$ cat config.mk
export PLATFORM = sky130hd
export DESIGN_NAME = display_source_arbiter_flat
export DESIGN_NICKNAME = d
export VERILOG_FILES = /design/src/rtl/display_source_arbiter_pkg.sv /design/src/rtl/display_source_arbiter_if.sv /design/src/rtl/display_source_arbiter_rr_pick.sv /design/src/rtl/display_source_arbiter.sv /design/src/flat_wrapper.sv
export SDC_FILE = /design/constraint.sdc
export NUM_CORES = 1
export LEC_CHECK = 0
export CAP_MARGIN = 25
export CORE_MARGIN = 4
export CORE_UTILIZATION = 40
export CTS_CLUSTER_DIAMETER = 100
export DETAILED_ROUTE_END_ITERATION = 8
export PLACE_DENSITY = 0.74
export REMOVE_ABC_BUFFERS = 1
export SYNTH_ARGS = -nofsm -noshare
export SYNTH_HDL_FRONTEND = slang
export SYNTH_HIERARCHICAL = 1
export SYNTH_SLANG_ARGS = --single-unit
$ cat constraint.sdc
create_clock -name CLOCK -period 4.14 [get_ports CLOCK]
set_clock_uncertainty 0.15 [all_clocks]
set_input_delay 0.621 -clock CLOCK [delete_from_list [all_inputs] [get_ports CLOCK]]
set_output_delay 0.621 -clock CLOCK [all_outputs]
set_load 0.01 [all_outputs]
$ cat src/rtl/display_source_arbiter_pkg.sv
// Shared OLED display constants and types for the display source arbiter.
package disp_pkg;

    localparam int OLED_W       = 96;
    localparam int OLED_H       = 64;
    localparam int FRAME_PIXELS = OLED_W * OLED_H;
    localparam int IDX_W        = 13;
    localparam int RGB_W        = 16;

    typedef logic [RGB_W-1:0] rgb565_t;

    localparam rgb565_t BLACK  = 16'h0000;
    localparam rgb565_t WHITE  = 16'hFFFF;
    localparam rgb565_t RED    = 16'hF800;
    localparam rgb565_t GREEN  = 16'h07E0;
    localparam rgb565_t YELLOW = 16'hFFE0;

    typedef enum logic {
        IDLE,
        GRANTED
    } arb_state_t;

endpackage

$ cat src/rtl/display_source_arbiter_if.sv
// Pixel port shared between the OLED driver, the renderers and the arbiter.
interface display_source_arbiter_if #(
    parameter int N_SRC = 3
);
    import disp_pkg::*;

    logic [IDX_W-1:0]       pixel_index;
    logic [N_SRC-1:0]       req;
    logic [RGB_W*N_SRC-1:0] src_data;
    rgb565_t                oled_data;
    logic [N_SRC-1:0]       grant;
    logic [2:0]             grant_id;
    logic                   frame_tick;

    modport master (
        output pixel_index, req, src_data,
        input  oled_data, grant, grant_id, frame_tick
    );

    modport slave (
        input  pixel_index, req, src_data,
        output oled_data, grant, grant_id, frame_tick
    );

endinterface

$ cat src/rtl/display_source_arbiter_rr_pick.sv
// Combinational round-robin selector: first set bit of req at or after start.
module rr_pick #(
    parameter int N = 3
) (
    input  logic [N-1:0] req,
    input  logic [2:0]   start,
    output logic         found,
    output logic [2:0]   idx
);

    int k;

    // Walk offsets high to low so the nearest requester wins.
    always_comb begin
        found = 1'b0;
        idx   = 3'd0;
        k     = 0;
        for (int i = N - 1; i >= 0; i--) begin
            k = int'(start) + i;
            if (k >= N) k = k - N;
            if (req[k]) begin
                found = 1'b1;
                idx   = 3'(k);
            end
        end
    end

endmodule

$ cat src/rtl/display_source_arbiter.sv
// Frame-granular round-robin arbiter muxing renderer pixels onto the OLED port.
module display_source_arbiter
    import disp_pkg::*;
#(
    parameter int          N_SRC        = 3,
    parameter int          FRAME_PIXELS = disp_pkg::FRAME_PIXELS,
    parameter int          DWELL_FRAMES = 30,
    parameter logic [15:0] BLANK_COLOUR = 16'h0000
) (
    input logic                     CLOCK,
    input logic                     RESET_N,
    display_source_arbiter_if.slave bus
);

    localparam logic [IDX_W-1:0] LAST = IDX_W'(FRAME_PIXELS - 1);
    localparam logic [2:0]       TOP  = 3'(N_SRC - 1);

    arb_state_t       state;
    logic [IDX_W-1:0] prev_index;
    logic [7:0]       dwell_cnt;
    logic [2:0]       rr_ptr;
    logic [2:0]       start;
    logic [2:0]       pick;
    logic             found;
    logic             frame_end;
    logic             req_cur;
    logic             take;
    logic             drop;
    rgb565_t          pix;

    assign frame_end = (bus.pixel_index == LAST) && (prev_index != LAST);
    assign req_cur   = |(bus.req & bus.grant);

    // Masking the current grant turns the picker into "next other requester".
    assign start = (state == GRANTED)
                 ? ((bus.grant_id == TOP) ? 3'd0 : bus.grant_id + 3'd1)
                 : rr_ptr;

    rr_pick #(.N(N_SRC)) u_pick (
        .req   (bus.req & ~bus.grant),
        .start (start),
        .found (found),
        .idx   (pick)
    );

    always_comb begin
        take = 1'b0;
        drop = 1'b0;
        unique case (state)
            IDLE: take = found;
            GRANTED: begin
                if (!req_cur) begin
                    take = found;
                    drop = !found;
                end else begin
                    take = found && (dwell_cnt >= 8'(DWELL_FRAMES - 1));
                end
            end
            default: ;
        endcase
    end

    always_comb begin
        pix = BLANK_COLOUR;
        for (int k = 0; k < N_SRC; k++)
            if (bus.grant[k]) pix = bus.src_data[16*k +: 16];
    end

    always_ff @(posedge CLOCK) begin
        if (!RESET_N) begin
            state          <= IDLE;
            prev_index     <= '0;
            dwell_cnt      <= '0;
            rr_ptr         <= '0;
            bus.grant      <= '0;
            bus.grant_id   <= '0;
            bus.oled_data  <= BLANK_COLOUR;
            bus.frame_tick <= 1'b0;
        end else begin
            prev_index     <= bus.pixel_index;
            bus.frame_tick <= frame_end;
            bus.oled_data  <= pix;
            if (frame_end) begin
                if (take) begin
                    state        <= GRANTED;
                    bus.grant    <= N_SRC'(1) << pick;
                    bus.grant_id <= pick;
                    dwell_cnt    <= '0;
                    rr_ptr       <= (pick == TOP) ? 3'd0 : pick + 3'd1;
                end else if (drop) begin
                    state        <= IDLE;
                    bus.grant    <= '0;
                    bus.grant_id <= '0;
                    dwell_cnt    <= '0;
                end else if (state == GRANTED && dwell_cnt != 8'hFF) begin
                    dwell_cnt <= dwell_cnt + 8'd1;
                end
            end
        end
    end

endmodule

$ cat src/flat_wrapper.sv
// flat-port wrapper written by rule: the top's interface ports become plain ports
module display_source_arbiter_flat import disp_pkg::*;
#(
    parameter int          N_SRC        = 3,
    parameter int          FRAME_PIXELS = disp_pkg::FRAME_PIXELS,
    parameter int          DWELL_FRAMES = 30,
    parameter logic [15:0] BLANK_COLOUR = 16'h0000
)
  (CLOCK, RESET_N, bus_pixel_index, bus_req, bus_src_data, bus_oled_data, bus_grant, bus_grant_id, bus_frame_tick);
  display_source_arbiter_if #(.N_SRC(N_SRC)) bus_i ();
  input logic CLOCK;
  input logic RESET_N;
  input wire logic [$bits(bus_i.pixel_index)-1:0] bus_pixel_index;
  input wire logic [$bits(bus_i.req)-1:0] bus_req;
  input wire logic [$bits(bus_i.src_data)-1:0] bus_src_data;
  output wire logic [$bits(bus_i.oled_data)-1:0] bus_oled_data;
  output wire logic [$bits(bus_i.grant)-1:0] bus_grant;
  output wire logic [$bits(bus_i.grant_id)-1:0] bus_grant_id;
  output wire logic [$bits(bus_i.frame_tick)-1:0] bus_frame_tick;
  assign bus_i.pixel_index = bus_pixel_index;
  assign bus_i.req = bus_req;
  assign bus_i.src_data = bus_src_data;
  assign bus_oled_data = bus_i.oled_data;
  assign bus_grant = bus_i.grant;
  assign bus_grant_id = bus_i.grant_id;
  assign bus_frame_tick = bus_i.frame_tick;
  display_source_arbiter #(.N_SRC(N_SRC), .FRAME_PIXELS(FRAME_PIXELS), .DWELL_FRAMES(DWELL_FRAMES), .BLANK_COLOUR(BLANK_COLOUR)) u_core (.CLOCK(CLOCK), .RESET_N(RESET_N), .bus(bus_i));
endmodule
# ---- Word level (Yosys, flattened, before mapping)
# Index checks and enable logic that the tools add are counted.
dict set report word_totals {
  register_bits 48
  in_bits 66
  elab_cells 79
}
dict set report classes {
  n_mux 36
  add_sub_neg 8
  bitwise 4
  n_reduce_logical 10
  n_shift 1
  n_eq_ne 5
  order_cmp 7
}
# cell count
set ops {}
lappend ops {{32-bit by 4-bit < comparator with 1-bit output (second input constant)} 3}
lappend ops {{32-bit two-way mux} 3}
lappend ops {{16-bit two-way mux} 3}
lappend ops {{32-bit by 3-bit greater-or-equal comparator with 1-bit output (second input constant)} 1}
lappend ops {{32-bit by 3-bit subtractor with 32-bit output (second input constant)} 1}
lappend ops {{3-bit two-way mux} 9}
lappend ops {{8-bit two-way mux} 3}
lappend ops {{1-bit two-way mux} 14}
lappend ops {{13-bit equality test (second input constant)} 1}
lappend ops {{13-bit inequality test (second input constant)} 1}
lappend ops {{8-bit by 1-bit adder with 8-bit output (second input constant)} 1}
lappend ops {{8-bit by 5-bit greater-or-equal comparator with 1-bit output (second input constant)} 1}
lappend ops {{8-bit inequality test (second input constant)} 1}
lappend ops {{3-bit by 1-bit adder with 3-bit output (second input constant)} 2}
lappend ops {{3-bit AND} 2}
lappend ops {{1-bit binary-select mux with 2-bit select} 3}
lappend ops {{3-bit by 2-bit equality test with 1-bit output (second input constant)} 2}
lappend ops {{2-bit AND reduction} 3}
lappend ops {{4-bit by 2-bit subtractor with 5-bit output (second input constant)} 1}
lappend ops {{3-bit by 1-bit adder with 4-bit output (second input constant)} 1}
lappend ops {{3-bit by 2-bit adder with 4-bit output (second input constant)} 1}
lappend ops {{4-bit by 2-bit greater-or-equal comparator with 1-bit output (second input constant)} 1}
lappend ops {{3-bit by 2-bit subtractor with 4-bit output (second input constant)} 1}
lappend ops {{3-bit by 2-bit greater-or-equal comparator with 1-bit output (second input constant)} 1}
lappend ops {{9 further kinds} 11}

# ---- Longest topological paths before layout
dict set report depth {
  ltp_word 17
  ltp_mapped 16
}

# ---- Hierarchy
# Netlist, hierarchy kept.
# mod cells_per_inst n_inst area_each_um2 seq_area_each_um2
set modules_own_cells {}
lappend modules_own_cells {display_source_arbiter 230 1 2090.8 960.9}
lappend modules_own_cells {rr_pick 52 1 407.9 0.0}

# ---- Worst setup path before layout
# No wires, ideal clock.
dict set report synth_timing {
  kind {reg2reg}
  from {register u_core.bus.grant_id[0]}
  to {register u_core.bus.grant[0]}
  slack_ps 246
  synth_period_minus_slack_ps 3894
  required_ps 3893
  arrival_ps 3648
  stages_incl_launch_ff 15
  setup_ps 97
  path_cell_list {dfxtp_1 -> mux2_2 -> a21oi_1 -> ha_1 -> inv_1 -> ha_1 -> or4b_1 -> o22ai_2 -> a221oi_2 -> nand3_1 -> inv_1 -> or4_1 -> buf_2 -> or2_4 -> o41ai_4}
}
dict set report synth_between {
  elab_chain_len 17
  elab_cells_between_ends 40
  cone_classes {add/sub: 6; order compare: 3; eq/ne: 1; shift: 1; mux: 25; reduce/logical: 4}
}
# element line
set synth_lines {}
lappend synth_lines {{start, declared} display_source_arbiter_if.sv:22} ;# output oled_data, grant, grant_id, frame_tick
lappend synth_lines {{start signal, assigned} display_source_arbiter.sv:87} ;# bus.grant_id <= pick;
lappend synth_lines {{3-bit by 1-bit adder with 3-bit output or 3-bit by 2-bit equality test with 1-bit output (tied branches)} display_source_arbiter.sv:36} ;# ? ((bus.grant_id == TOP) ? 3'd0 : bus.grant_id + 3'd1)
lappend synth_lines {{3-bit two-way mux (*) (2 in series)} display_source_arbiter.sv:36}
lappend synth_lines {{via u_core.start[1]} display_source_arbiter.sv:22} ;# logic [2:0] start;
lappend synth_lines {{3-bit by 2-bit adder with 4-bit output} display_source_arbiter_rr_pick.sv:19} ;# k = int'(start) + i;
lappend synth_lines {{32-bit by 3-bit subtractor with 32-bit output or 32-bit by 3-bit greater-or-equal comparator with 1-bit output (tied branches)} display_source_arbiter_rr_pick.sv:20} ;# if (k >= N) k = k - N;
lappend synth_lines {{32-bit two-way mux} display_source_arbiter_rr_pick.sv:20}
lappend synth_lines {{1-bit binary-select mux with 2-bit select} display_source_arbiter_rr_pick.sv:21} ;# if (req[k]) begin
lappend synth_lines {{1-bit two-way mux (implied by the code) (2 in series)} display_source_arbiter_rr_pick.sv:21}
lappend synth_lines {{1-bit two-way mux (2 in series)} display_source_arbiter_rr_pick.sv:21}
lappend synth_lines {{1-bit two-way mux (*)} display_source_arbiter_rr_pick.sv:21}
lappend synth_lines {{via u_core.found} display_source_arbiter.sv:24} ;# logic found;
lappend synth_lines {{1-bit logical AND or 1-bit zero test (tied branches)} {display_source_arbiter.sv:56, display_source_arbiter.sv:54}}
lappend synth_lines {{1-bit two-way mux} display_source_arbiter.sv:52} ;# if (!req_cur) begin
lappend synth_lines {{1-bit case mux with 2 select lines or 1-bit two-way mux (tied branches)} display_source_arbiter.sv:49} ;# unique case (state)
lappend synth_lines {{2-bit nonzero test (no source line)} n/a}
lappend synth_lines {{2-bit AND reduction (no source line)} n/a}
lappend synth_lines {{end signal, assigned} display_source_arbiter.sv:86} ;# bus.grant <= N_SRC'(1) << pick;
lappend synth_lines {{end, declared} display_source_arbiter_if.sv:22}
# Mark *: on every way through the listed nets, which the timed path passes. The rest lies on a longest branch. The select of a mux whose other input is x is not followed.
# A chain may end at the register's enable or synchronous reset.

# ---- Worst setup path in the final report
# Ends and elaborated chain as after synthesis.

==> reports/qor.yml <==
hold_path:
  hp-start: "u_core/dwell_cnt[4]$_SDFFE_PN0P_"
  hold_depth: 2
  min-delay-path-class: "flip-flop to flip-flop"
  holdPathEnd: "u_core/dwell_cnt[4]$_SDFFE_PN0P_"
clock_network:
  htreeDepth: 2
  cts_tree: "built"
  clk_transition_reported_paths_ns: 0.09
  clock_latency_ns: 0.30
  cts_buffers: 5
  cts.path.max_buffers: 2
  root_buffer: "clkbuf_8"
  cts.sinks: 48
placement:
  dp.cells: 436
  postPlaceCellArea_um2: 3460
  port-buffer-count: 88
  dpl.hpwl_mm: 5.21
  place.gp.congestion: 0.900
yosys:
  synth_area_leaders: "dfxtp_1, a221oi_1, ha_1, nor2_1, nor3_1"
  netlist_area_um2: 2500
  yosys_warnings: 6
  synth_most_common_cell: "dfxtp_1"
  ys.flop_type: "dfxtp_1"
  synth_top_area_frac: 0.385
  ys_ff_latch: 48
  synthArstFlopShare: 0
  synthTopCellsByCount: "dfxtp_1, nor2_1, nor3_1, a221oi_1, a21oi_1"
  yosysUniqueCellTypes: 57
  post_synth.cell_area_avg_um2: 8.86
  syn_inst: 282
  ys_seq_area_frac: 0.385
  synth_top_area_cell: "dfxtp_1"
  synth-edff-count: 0
cells_and_area:
  nets: 444
  antenna_cells: 0
  fin_cells: 444
  drive_above_1_share: 0.0759
  areaGrowthSynthToFinish_pct: 44.6
  design_area_um2: 3610
  n_fill_cell: 513
  fin_util: 0.603
timing:
  fin_setup_tns_ns: 0
  max_slew_margin: 0.231
  drv_slew: 0
  finalHoldViolCount: 0
  finalCritPeriodShare: 0.941
  rsz0062_at_grt: "false"
  tightestPinTransition_ns: 1.14
  setup_viol: 0
  fin_crit_ns: 3.90
  fmax_ghz: 0.257
power:
  pwr-share-comb: 0.102
  power.density_nw_per_um2: 271
  p_seq_frac: 0.480
  p_leak_uw: 0.00135
  p_int_uw: 779
  switching_share: 0.205
  p_clk_frac: 0.418
  irDropWorstVdd_uv: 164
  switchingPower_uw: 201
route:
  remaining_drc_errors: 0
  drt_wl_total_mm: 6.92
  first_iter_violations: 120
  vias: 2431
  dr.pass1.iters: 5
  postRouteAntennaNets: 0
  routed_via_density: 5.48
  wl_per_cell_um: 15.6
critical_path:
  reg2reg_depth: 13
  critPathLaunchType: "flip-flop"
  reg2reg_setup_slack_ns: 0.24
  crit_fanout: 5
  r2r-start: "u_core/bus.grant_id[0]$_SDFFE_PN0P_"
  criticalPathCategory: "flip-flop to flip-flop"
  slowest_delay_ns: 0.55
  cp-end-kind: "flip-flop"
  crit_required_ns: 4.20
  crit_arrival_ns: 3.95
  timing.rr.end: "u_core/bus.grant[0]$_SDFFE_PN0P_"
  slowest_stage: "or4_1"
  crit_chain: "mux2_2 > a21oi_2 > ha_1 > inv_1 > ha_1 > or4b_1 > o22ai_2 > a221oi_2 > nand3_1 > inv_1 > or4_1 > or2_4 > o41ai_4"
die:
  die-area_um2: 7580
  start_util: 0.417
  io_pins: 89
  die_w_um: 87.0
  die_height_um: 87.0
  num_rows: 28
  core_area_um2: 5990
grt:
  grtUsageTotal: 0.184
  grt_pass1_vias: 2353
  grt_start_max_net_pins: 24
  grt-ovfl-total: 0
  antenna_found_initial: 0
  grt_pass1_wl_mm: 11.2
status:
  status: "complete, no violations"
run:
  cap_viol_max_count: 0
-- through the flow --
stage               total power [uW]  hold WS, ns  worst slack [ns]
floorplan                        506        0.310             0.233
global placement                 579        0.327             0.289
finish                           980        0.352             0.244
detailed placement               580        0.339             0.136
CTS                              989        0.356            0.0977
global route                    1020        0.388         0.0000484
-- what timing repair did --
item,4_1_cts,5_1_grt
hold buffers,0,0
gates resized for setup,0,3
setup endpoints to repair,0,16
buffers inserted,0,0
-- cell type report --
class / instances / area, um2 / area share
Multi-Input combinational cell: 206 / 1440 / 0.398
Tap cell: 75 / 93.8 / 0.0260
Clock inverter: 3 / 68.8 / 0.0191
Inverter: 12 / 45.0 / 0.0125
Timing Repair Buffer: 95 / 937 / 0.259
Clock buffer: 5 / 68.8 / 0.0191
Sequential cell: 48 / 962 / 0.266
-- per-layer routing --
layer  track usage  part of all wire  up-vias
met1         0.237              0.43     1123
met3        0.0397             0.084        9
met5             0                 0        -
met4        0.0453             0.015        0
li1              -                 -     1218
met2         0.311              0.47       81
-- worst max-delay path by stage --
stage,from,endpoint,slack [ns]
after detailed placement,u_core/bus.grant_id[0]$_SDFFE_PN0P_,u_core/bus.grant[0]$_SDFFE_PN0P_,0.14
after global routing,u_core/bus.grant_id[0]$_SDFFE_PN0P_,u_core/bus.grant[0]$_SDFFE_PN0P_,0.00005
after floorplan,u_core/bus.grant_id[0]$_SDFFE_PN0P_,u_core/bus.grant[0]$_SDFFE_PN0P_,0.23
after CTS,u_core/bus.grant_id[0]$_SDFFE_PN0P_,u_core/bus.grant[0]$_SDFFE_PN0P_,0.1
final,u_core/bus.grant_id[0]$_SDFFE_PN0P_,u_core/bus.grant[0]$_SDFFE_PN0P_,0.24
after global placement,u_core/bus.grant_id[0]$_SDFFE_PN0P_,u_core/bus.grant[0]$_SDFFE_PN0P_,0.29
-- sequential cells by signal, indices dropped and copies added, names as in the netlist --
signal,count
u_core/state,1
u_core/dwell_cnt,8
u_core/rr_ptr,3
u_core/prev_index,13
u_core/bus.oled_data,16
u_core/bus.frame_tick,1
u_core/bus.grant,3
u_core/bus.grant_id,3
-- placed cells by master, fill, tap and decap left out, types with 6 or more instances in the layout --
cell type,n
nor3_1,20
and2_1,13
clkdlybuf4s50_1,88
buf_4,6
a21oi_1,13
inv_1,11
nor2b_1,6
nor2_1,29
nand2_1,12
a221oi_1,16
nand3_1,7
dfxtp_1,47
or4_1,6
ha_1,10
-- power groups by stage --
stage               combinational (uW)  sequential [uW]  clock [uW]
floorplan                         25.6              480           0
global placement                  98.7              480           0
detailed placement                99.3              481           0
CTS                                100              470         419
global route                       109              471         440
finish                             100              470         410
-- critical path, delay by kind of cell, from the launching register on --
family / cells / cell delay (ns)
fa+ha+maj: 2 / 0.54
flops: 1 / 0.40
compound gates: 4 / 0.72
simple gates: 4 / 1.54
buf+inv: 2 / 0.10
mux: 1 / 0.36
-- kinds of logic (layout without fill, tap and decap cells) --
family / after synthesis / in the layout / synth area share
DFF: 48 / 48 / 0.385
buffers and inverters: 28 / 115 / 0.0466
AOI/OAI and AO/OA: 66 / 66 / 0.212
and+or+nand+nor: 117 / 117 / 0.252
adders and majority gates: 10 / 10 / 0.0501
muxes: 9 / 9 / 0.0411
xor gates and xnor gates: 4 / 4 / 0.0140
No activity file was read; power rests on OpenSTA's default activity.
==> edit 1 (config.mk and constraints unchanged) <==
`N_SRC` is set to 3 in 3 places; all go to 6.
--- a/src/rtl/display_source_arbiter_if.sv
+++ b/src/rtl/display_source_arbiter_if.sv
@@ -1,5 +1,5 @@
 // Pixel port shared between the OLED driver, the renderers and the arbiter.
 interface display_source_arbiter_if #(
-    parameter int N_SRC = 3
+    parameter int N_SRC = 6
 );
     import disp_pkg::*;
--- a/src/rtl/display_source_arbiter.sv
+++ b/src/rtl/display_source_arbiter.sv
@@ -3,5 +3,5 @@
     import disp_pkg::*;
 #(
-    parameter int          N_SRC        = 3,
+    parameter int          N_SRC        = 6,
     parameter int          FRAME_PIXELS = disp_pkg::FRAME_PIXELS,
     parameter int          DWELL_FRAMES = 30,
--- a/src/flat_wrapper.sv
+++ b/src/flat_wrapper.sv
@@ -2,5 +2,5 @@
 module display_source_arbiter_flat import disp_pkg::*;
 #(
-    parameter int          N_SRC        = 3,
+    parameter int          N_SRC        = 6,
     parameter int          FRAME_PIXELS = disp_pkg::FRAME_PIXELS,
     parameter int          DWELL_FRAMES = 30,
Interface: changed (resized bus_grant, bus_req and bus_src_data); port bits go from 89 to 143. The function was not compared with the original's and may differ.
==> edit 1 against the original RTL <==
- cell area increased by 54%
- critical endpoint is now u_core/dwell_cnt[3]$_SDFFE_PN0P_
- area after synthesis is 52% higher
- setup slack improved by 0.038 ns
- largest cell class unchanged
- total power rose by 0.75%
- critical path type unchanged
- die area is 47% higher
- global-route usage grew 3.5 points
- routed wire length up 81%
- first-iteration DRC count up 56%
- sequential cell count increased by 3
==> edit 1: results (changes against the original RTL) <==
| Metric | Value |
|---|---|
| Outcome | `completed` |
| Total Nets Final | `736 (+66%)` |
| Dpl hpwl | `10200 um (+95%)` |
| Share of cells above drive strength 1 | `11.6% (+4.0 points)` |
| Dpl cell area | `5400 um^2 (+56%)` |
| Cells after Synth | `459 (+63%)` |
| #MultiIn Comb | `358 (+74%)` |
| Largest net degree at the start of global routing | `36 (+50%)` |
| Total track usage | `21.8% (+3.5 points)` |
| Routing usage on met3 | `6.80% (+2.8 points)` |
| Place WS | `0.178 ns (+0.0421 ns)` |
| Clock buffer count in the final layout | `6 (+1)` |
| Core area | `9240 um^2 (+54%)` |
| Utilization after layout | `60.1% (-0.16 points)` |
| Initial DRC Count | `187 (+56%)` |
| Peak supply drop | `0.129 mV (-22%)` |
| Top delay family on crit path | `compound AO/OA/AOI/OAI gates` |
| Register Area | `1020 um^2 (+6.5%)` |
| Yosys reg bits | `51 (+6.3%)` |
| Final setup margin | `0.282 ns (+0.0379 ns)` |
| # fillers | `850 (+66%)` |
| Synth cell count leaders | `51 x dfxtp_1, 40 x nor2b_1, 24 x nand3_1, 22 x nor2_1, 21 x a21oi_1` |
| Compound-Gate Fraction of Synth Area | `28.1% (+6.9 points)` |
| Leakage power | `2.02 nW (+49%)` |
| Net Sw Frac | `23.3% (+2.8 points)` |
| Via-to-Cell Ratio | `5.49 (+0.30%)` |
| Post-synthesis adder-cell area fraction | `5.60% (+0.59 points)` |
| First-pass GRT wire length | `19700 um (+76%)` |
| Hold Slack | `0.369 ns (+0.0173 ns)` |
| # port buffers | `142 (+61%)` |
| Rel. slew slack | `58.0% (+35 points)` |
-- edit 1: path summary, 6_finish.rpt --
path / start / endpoint / cells past startpoint
setup / recovery: u_core/bus.grant_id[1]$_SDFFE_PN0P_ / u_core/dwell_cnt[3]$_SDFFE_PN0P_ / 19
hold / removal: u_core/dwell_cnt[4]$_SDFFE_PN0P_ / u_core/dwell_cnt[4]$_SDFFE_PN0P_ / 2
setup reg to reg: u_core/bus.grant_id[1]$_SDFFE_PN0P_ / u_core/dwell_cnt[3]$_SDFFE_PN0P_ / 19
hold reg to reg: u_core/dwell_cnt[4]$_SDFFE_PN0P_ / u_core/dwell_cnt[4]$_SDFFE_PN0P_ / 2
-- edit 1: metrics by stage --
stage                     setup TNS (ns)  total power, mW
final                                  0            0.987
after CTS                              0            0.993
after floorplan                   -24.74            0.556
after global placement                 0            0.691
after global routing                   0             1.03
after detailed placement               0            0.693
-- edit 1: what timing repair did --
action / in CTS / in global routing
endpoints found under the setup margin: 0 / 20
buffers inserted: 0 / 2
resized for setup: 0 / 13
==> edit 2 (same flow settings) <==
Without the edit above. Make the reset (`RESET_N`) asynchronous in one clocked block.
--- a/src/rtl/display_source_arbiter.sv
+++ b/src/rtl/display_source_arbiter.sv
@@ -67,5 +67,5 @@
     end
 
-    always_ff @(posedge CLOCK) begin
+    always_ff @(posedge CLOCK or negedge RESET_N) begin
         if (!RESET_N) begin
             state          <= IDLE;
Behaviour: differs if RESET_N is asserted again (counterexample within 4 cycles, from zero or initial values and one cycle with RESET_N low); with RESET_N held inactive, the same outputs for 10 cycles.
==> edit 2 against the original RTL <==
- synthesized cell count shrank 7.4%
- setup slack improved by 0.069 ns
- highest routed layer unchanged
- worst hold slack lost 0.24 ns
- cell area up 0.97%
- sequential cell count stayed put
- clock power shrank 23%
- total power decreased by 8.2%
- non-clock buffer count down 2
- count of clock-buffer cells in the layout did not move
- global-route usage fell by 1.3 points
- area after synthesis rose by 4.4%
- routed wire length is 5.4% lower
==> edit 2: results (changes against the original RTL) <==
| Metric | Value |
|---|---|
| Outcome | `completed` |
| Worst-path maximum fanout | `13 (+8)` |
| Main synth FF type | `dfrtp_1` |
| Total track usage | `17.1% (-1.3 points)` |
| Rel. slew slack | `56.5% (+33 points)` |
| Num CTS Buffers | `5 (unchanged)` |
| Worst skew pair latency | `0.30 ns (about the same)` |
| Initial antenna violation count | `0 (unchanged)` |
| # fillers | `565 (+10%)` |
| Leakage power | `1.54 nW (+14%)` |
| Crit-path slowest cell | `a21oi_1` |
| Cells after Synth | `261 (-7.4%)` |
| DRT Wirelength | `6550 um (-5.4%)` |
| # resized after CTS | `0 (unchanged)` |
| Async S/R FF share, synth | `100% (+100 points)` |
| Max H-tree Level | `2 (unchanged)` |
| Worst Hold Class | `in2async` |
| Share of cells above drive strength 1 | `6.94% (-0.65 points)` |
| Cell variety after synth | `50 (-12%)` |
| # port buffers | `88 (unchanged)` |
| Dpl hpwl | `5000 um (-4.0%)` |
| Post-CTS Setup Inserts | `0 (unchanged)` |
| Diodes inserted | `0 (unchanged)` |
| First-pass GRT wire length | `10600 um (-5.6%)` |
| Post-DR wirelength/cell | `15.5 um (-0.74%)` |
| Peak supply drop | `0.194 mV (+18%)` |
| Clock transition at path regs | `about 0.080 ns` |
| Synth cell count leaders | `48 x dfrtp_1, 32 x nand2_1, 21 x o21ai_0, 17 x a22oi_1, 12 x nor2_1` |
| Number of global-route vias before repair | `2231 (-5.2%)` |
| R2r setup slk | `0.31 ns (+0.07 ns)` |
| First-pass DRT Iterations | `4 (-1)` |
| Register area share after synthesis | `46.0% (+7.6 points)` |
| Placer Congestion | `0.854 (-5.1%)` |
| Slowest stage delay, CP | `0.42 ns (-0.13 ns)` |
| Top delay family on crit path | `compound AO/OA/AOI/OAI gates` |
| Biggest regs | `u_core/bus.oled_data (16), u_core/prev_index (13), u_core/dwell_cnt (8)` |
| Ranking of synthesized cells by area | `dfrtp_1 46%, a22oi_1 4.9%, ha_1 4.8%` |
| YS warnings | `6 (unchanged)` |
| Detailed-route via count | `2323 (-4.4%)` |
| Total Nets Final | `423 (-4.7%)` |
| Clock root cell | `clkbuf_8` |
| Clock Path Buffers | `2 (unchanged)` |
| CP arrival | `3.86 ns (-0.09 ns)` |
| Largest net degree at the start of global routing | `49 (+100%)` |
| Initial DRC Count | `104 (-13%)` |
==> edit 2: cell count changes after synthesis, moves of 16 or more <==
cell      change
dfrtp_1      +48
dfxtp_1      -48
nand2_1      +20
nor2_1       -17
o21ai_0      +17
a221oi_1     -16
a22oi_1      +16
==> edit 2: worst paths after layout <==
path | startpoint | to | depth (start not counted)
worst max-delay path | u_core/bus.grant_id[2]$_DFFE_PN0P_ | u_core/rr_ptr[2]$_DFFE_PN0P_ | 14
worst min-delay path | RESET_N | u_core/prev_index[7]$_DFF_PN0_ | 1
worst max register to register | u_core/bus.grant_id[2]$_DFFE_PN0P_ | u_core/rr_ptr[2]$_DFFE_PN0P_ | 14
worst min register to register | u_core/dwell_cnt[4]$_DFFE_PN0P_ | u_core/dwell_cnt[4]$_DFFE_PN0P_ | 1
max in group asynchronous | RESET_N | u_core/bus.grant_id[0]$_DFFE_PN0P_ | 2
min in group CLOCK | u_core/dwell_cnt[4]$_DFFE_PN0P_ | u_core/dwell_cnt[4]$_DFFE_PN0P_ | 1
==> edit 2: kinds of logic after synthesis <==
logic type / after synthesis / share of synthesized area (%)
AND/OR/NAND/NOR: 84 / 16.6
XOR/XNOR: 3 / 1.01
adder cells (fa/ha/maj): 10 / 4.80
AO/OA/AOI/OAI: 83 / 22.3
buffers and inverters: 24 / 4.80
flip-flops: 48 / 46.0
multiplexers: 9 / 4.51
==> edit 2: power by group <==
group,internal (mW),switching (mW),total (mW)
logic,0.0697,0.0390,0.109
registers,0.476,0.00214,0.478
clock network,0.173,0.141,0.314
==> edit 2: final cells by class <==
| cell class | instances | area share, % |
|---|---|---|
| Timing Repair Buffer | 93 | 25.4 |
| Sequential cell | 48 | 32.9 |
| Tap cell | 77 | 2.64 |
| Multi-Input combinational cell | 189 | 35.2 |
| Clock buffer | 5 | 1.89 |
| Clock inverter | 1 | 0.823 |
| Inverter | 10 | 1.17 |
==> edit 2: through the flow <==
stage	util (%)	hold WS (ns)	setup WS, ns	cell area (um^2)	total power, mW
2_1_floorplan	-	0.175	0.450	2530	0.513
3_5_place_dp	55.6	0.351	0.354	3530	0.594
6_report	57.4	0.112	0.313	3650	0.900
3_3_place_gp	55.6	0.349	0.453	3530	0.592
4_1_cts	57.1	0.380	0.359	3630	0.910
5_1_grt	57.4	0.133	0.0494	3650	0.940
==> edit 2: per-layer routing <==
metal | part of all wire (%) | global-route usage (%)
met1 | 41 | 19.9
met2 | 53 | 31.9
met3 | 5.3 | 3.26
met4 | 1.1 | 4.40
met5 | 0 | 0
